`config.mk`:
```
export PLATFORM = sky130hd
export DESIGN_NAME = mem_port_arbiter
export DESIGN_NICKNAME = d
export VERILOG_FILES = /design/src/rtl/mem_port_arbiter.sv
export SDC_FILE = /design/constraint.sdc
export NUM_CORES = 1
export LEC_CHECK = 0
export CAP_MARGIN = 20
export CORE_AREA = 2 2 119 168
export DETAILED_ROUTE_END_ITERATION = 12
export DIE_AREA = 0 0 121 170
export PLACE_DENSITY_LB_ADDON = 0.05
export SLEW_MARGIN = 40
export SYNTH_ARGS = -nofsm -noshare
export SYNTH_HDL_FRONTEND = slang
export SYNTH_SLANG_ARGS = --single-unit
```
`constraint.sdc`:
```
create_clock -name clk -period 3.55 [get_ports clk]
set_input_delay 0.71 -clock clk [delete_from_list [all_inputs] [get_ports clk]]
set_output_delay 0.71 -clock clk [all_outputs]
set_load 0.01 [all_outputs]
```
`src/rtl/mem_port_arbiter.sv`:
```
// mem_port_arbiter: round-robin sharing of one memory port between the core (port 0) and a DMA/debug master (port 1).
// One outstanding transaction; the response returns MEM_LATENCY cycles after issue.
package mem_pkg;
    typedef enum logic [1:0] {
        MEM_ACCESS_BYTE = 2'd0,
        MEM_ACCESS_HALF = 2'd1,
        MEM_ACCESS_WORD = 2'd2
    } mem_access_t;
    typedef logic [1:0] mem_exception_mask_t;
endpackage

module mem_port_arbiter
    import mem_pkg::*;
#(
    parameter int MEM_LATENCY = 1
) (
    input  logic                clk,
    input  logic                rst,
    input  logic                ena,
    input  logic [1:0]          req,
    input  logic [31:0]         addr0,
    input  logic [31:0]         addr1,
    input  logic [31:0]         wr_data0,
    input  logic [31:0]         wr_data1,
    input  logic                wr_ena0,
    input  logic                wr_ena1,
    input  mem_access_t         access0,
    input  mem_access_t         access1,
    output logic [1:0]          gnt,
    output logic [1:0]          rvalid,
    output logic [31:0]         rd_data,
    output mem_exception_mask_t exception,
    output logic                busy,
    output logic [31:0]         mem_addr,
    output logic [31:0]         mem_wr_data,
    output logic                mem_wr_ena,
    output mem_access_t         mem_access,
    input  logic [31:0]         mem_rd_data,
    input  mem_exception_mask_t mem_exception
);
    localparam logic [1:0] S_IDLE = 2'd0;
    localparam logic [1:0] S_WAIT = 2'd1;
    localparam logic [1:0] S_RESP = 2'd2;
    localparam logic [2:0] LAT_M1 = 3'(MEM_LATENCY - 1);

    logic [1:0]  state;
    logic [2:0]  lat_cnt;
    logic        last_grant;
    logic        hold_port;
    logic [31:0] hold_addr;
    logic [31:0] hold_wdata;
    logic        hold_we;
    mem_access_t hold_acc;
    logic        issue;
    logic        win;

    assign issue = (state == S_IDLE) && ena && |req;
    // On a tie the port that did not win last time goes next.
    assign win = (req == 2'b11) ? ~last_grant : req[1];

    always_comb begin
        gnt         = issue ? (win ? 2'b10 : 2'b01) : 2'b00;
        rvalid      = (state == S_RESP) ? (hold_port ? 2'b10 : 2'b01) : 2'b00;
        busy        = (state != S_IDLE) || issue;
        mem_addr    = issue ? (win ? addr1 : addr0) : hold_addr;
        mem_wr_data = issue ? (win ? wr_data1 : wr_data0) : hold_wdata;
        mem_wr_ena  = issue && (win ? wr_ena1 : wr_ena0);
        mem_access  = issue ? (win ? access1 : access0) : hold_acc;
        rd_data     = mem_rd_data;
        exception   = mem_exception;
    end

    always_ff @(posedge clk or posedge rst) begin
        if (rst) begin
            state      <= S_IDLE;
            lat_cnt    <= '0;
            last_grant <= 1'b1;
            hold_port  <= 1'b0;
            hold_addr  <= '0;
            hold_wdata <= '0;
            hold_we    <= 1'b0;
            hold_acc   <= MEM_ACCESS_WORD;
        end else if (issue) begin
            state      <= (MEM_LATENCY == 1) ? S_RESP : S_WAIT;
            lat_cnt    <= LAT_M1;
            last_grant <= win;
            hold_port  <= win;
            hold_addr  <= mem_addr;
            hold_wdata <= mem_wr_data;
            hold_we    <= mem_wr_ena;
            hold_acc   <= mem_access;
        end else if (state == S_WAIT) begin
            lat_cnt <= lat_cnt - 3'd1;
            if (lat_cnt <= 3'd1)
                state <= S_RESP;
        end else if (state != S_IDLE) begin
            state <= S_IDLE;
        end
    end

    logic unused_hold_we;
    assign unused_hold_we = hold_we;
endmodule

```
==> results.md <==
- Outcome: finished clean
- Longest Clk Path Bufs: 2
- DRC errors left: 0
- Reg-to-Reg End: hold_wdata[8]
- H-tree level count: 3
- Cell taking the most area after synthesis: dfrtp_1
- Most common cell after layout, fill and taps aside: clkdlybuf4s50_1
- HP Class: reg2reg
- Worst-path maximum fanout: 30
- Starting DRT DRC Count: 160
- Share of cells above drive strength 1: 20.26%
- Reg2reg start: last_grant
- Post-CTS Setup Bufs: 0
- PortBufs: 210
- PD cells: 461.3 nW/um2
- Tot Pwr: 3346 uW
- Worst-margin pin slew: 0.6176 ns
- Top-Level Pins: 279
- ANT cells: 0
- Hold buffer count at CTS: 0
- Clock sink count: 69
- Reg2Reg Depth: 5
- Count of different cell masters after synthesis: 24
- Max Cap Violations: 0
- Syn nets: 601
- CTS tree: yes
- Compound-Gate Fraction of Synth Area: 45.45%
- FP Rows: 60
- DRT Pass-1 Iters: 4
- Post-synthesis mux area share: 0%
- Core footprint: 18990 um2
- Final Slew Violations: 0
- WL per Instance: 19.27 um
- Post-DP HPWL: 11.45 mm
- XOR/XNOR Fraction of Synth Area: 0%
- Tmin final: 3.468 ns
- Die ar.: 20570 um2
- Sequential share of the synthesized area: 36.86%
- Area of the multi-input gates: 2444 um2
- Routed vias/inst: 4.930
- Worst setup path end: mem_wr_data[13]
- Cts bufs inserted: 9
- Synth Area in Simple Gates: 6.162%
- Largest net degree at the start of global routing: 53
- Register Area: 1730 um2
- Clock Root Buffer: clkbuf_16
- Gr ovfl total: 0
- RSZ-0062 raised after global routing: true
- Largest family of logic cells by synthesized area: compound AO/OA/AOI/OAI gates
- Worst Path Required: 2.84 ns
- CP startpoint: req[1]
- Clk_lat worst skew: 0.34 ns
- Initial antenna violation count: 0
- Crit path kind: in2out
- Register bit count reported by yosys: 69
- Post-Syn Area: 4691 um2
- First-pass GRT wire length: 25.81 mm
- Period utilisation layout: 97.68%
- Layout area overhead: 54.63%
- Hold Vio Cnt, Final: 0
- Area share of fa/ha/maj cells after synthesis: 0%
- Reg clk slew, reported paths: 0.05 ns
- Post-Route Skew: 0.006652 ns
- Setup_tns: 0 ns
- Min Hold Slack: 0.5098 ns
- YS warnings: 0
- Starting Density: 24.70%
- Max Fclk: 0.2884 GHz
- Avg Cell Area, Syn: 10.96 um2
- Gpl congestion: 0.7359
- Die X: 121 um
- R2r setup slk: 1.94 ns
- Most frequent cells in the layout: 210 x clkdlybuf4s50_1, 70 x a2bb2oi_2, 68 x nand2_1
- Resize count post-CTS: 0
- # fillers: 1867
- Vias in the first global route: 4687
- Remaining antenna violation count: 0
- CP cell instances: clkdlybuf4s50_1 -> o21ai_4 -> or2_1 -> inv_6 -> buf_12 -> a2bb2oi_1 -> clkdlybuf4s50_1
- Worst Path Arrival: 2.76 ns
- Tot GR Track Use: 16.16%
- Slowest-stage cell, CP: clkdlybuf4s50_1
- Drt total wl: 16.48 mm
- Setup crit end kind: output port
- Leak: 0.002723 uW
- Endpoints failing setup: 0
- Net count of the finished layout: 775
- Post-synth top area share: 35.74%
- Die Y: 170 um
- Worst slew margin: 58.83%
- Synth top area cells: dfrtp_1 36%, a2bb2oi_2 22%, a2bb2oi_1 12%
- Max stage delay on crit path: 0.56 ns
- Synth Instances: 428
- CP most frequent cell: clkdlybuf4s50_1
- Vias: 4215
- Peak supply drop: 0.1533 mV
- Worst setup SP type: input port
==> where the power goes <==
| part | switching (uW) | leakage [uW] | internal, uW | total [uW] |
|---|---|---|---|---|
| clock | 353 | 0.000147 | 615 | 968 |
| combinational | 504 | 0.00181 | 816 | 1320 |
| sequential | 118 | 0.000771 | 939 | 1060 |
| total | 976 | 0.00272 | 2370 | 3350 |
==> per-stage QoR <==
| step | cell area, um2 | utilization (%) | cells | setup WS [ns] |
|---|---|---|---|---|
| finish | 7253 | 38.19 | 855 | 0.08229 |
| global route | 7253 | 38.19 | 855 | -0.01234 |
| CTS | 7253 | 38.19 | 855 | 0.07179 |
| detailed placement | 6944 | 36.56 | 839 | 0.08921 |
| global placement | 6940 | 36.54 | 839 | 0.08854 |
| floorplan | 4691 | - | 428 | 1.097 |
==> logic make-up (layout without fill, tap and decap cells) <==
kind of cell / count (synthesis) / in the layout
AO/OA/AOI/OAI: 204 / 204
AND/OR/NAND/NOR: 74 / 74
buffers and inverters: 81 / 260
flip-flops: 69 / 69
==> worst min path at each step <==
| stage | startpoint | endpoint | cells after the start |
|---|---|---|---|
| 2_1_floorplan | hold_port | hold_port | 1 |
| 5_1_grt | hold_acc[1] | hold_acc[1] | 1 |
| 4_1_cts | hold_acc[1] | hold_acc[1] | 1 |
| 3_5_place_dp | hold_port | hold_port | 1 |
| 6_report | hold_port | hold_port | 1 |
| 3_3_place_gp | hold_port | hold_port | 1 |
==> state kept, by name (all words and copies together), names as in the netlist <==
register / cells
state: 1
hold_addr: 32
hold_port: 1
hold_acc: 2
hold_wdata: 32
last_grant: 1
==> final cells by class <==
type | instances | area share, %
inverter | 2 | 0.2415
clock inverter | 4 | 1.001
tap | 248 | 4.278
sequential | 69 | 23.86
multi-input combinational | 278 | 33.69
timing repair buffer | 242 | 33.67
clock buffer | 12 | 3.260
==> synthesized netlist by cell type, drive strengths merged <==
cell type	instances
a211oi	66
a21bo	1
a21boi	1
a21o	2
a21oi	1
a2bb2oi	132
and2	1
buf	58
clkbuf	21
dfrtp	67
dfstp	2
inv	2
nand2	68
nand2b	1
nor2	1
nor2b	1
nor3	1
o21ai	1
or2	1
==> metal layers <==
metal	GRT usage [%]	wire length (um)	vias up
met4	6.825	396	0
met5	0	0	-
met2	28.36	8445	168
li1	-	-	1988
met3	3.887	1048	28
met1	18.56	6586	2031
==> critical path: cells and delay by family <==
kind / cells / cell delay, ns
AND/OR/NAND/NOR: 1 / 0.27
buffers and inverters: 4 / 1.46
AO/OA/AOI/OAI: 2 / 0.29
No activity file was read; power rests on OpenSTA's default activity.
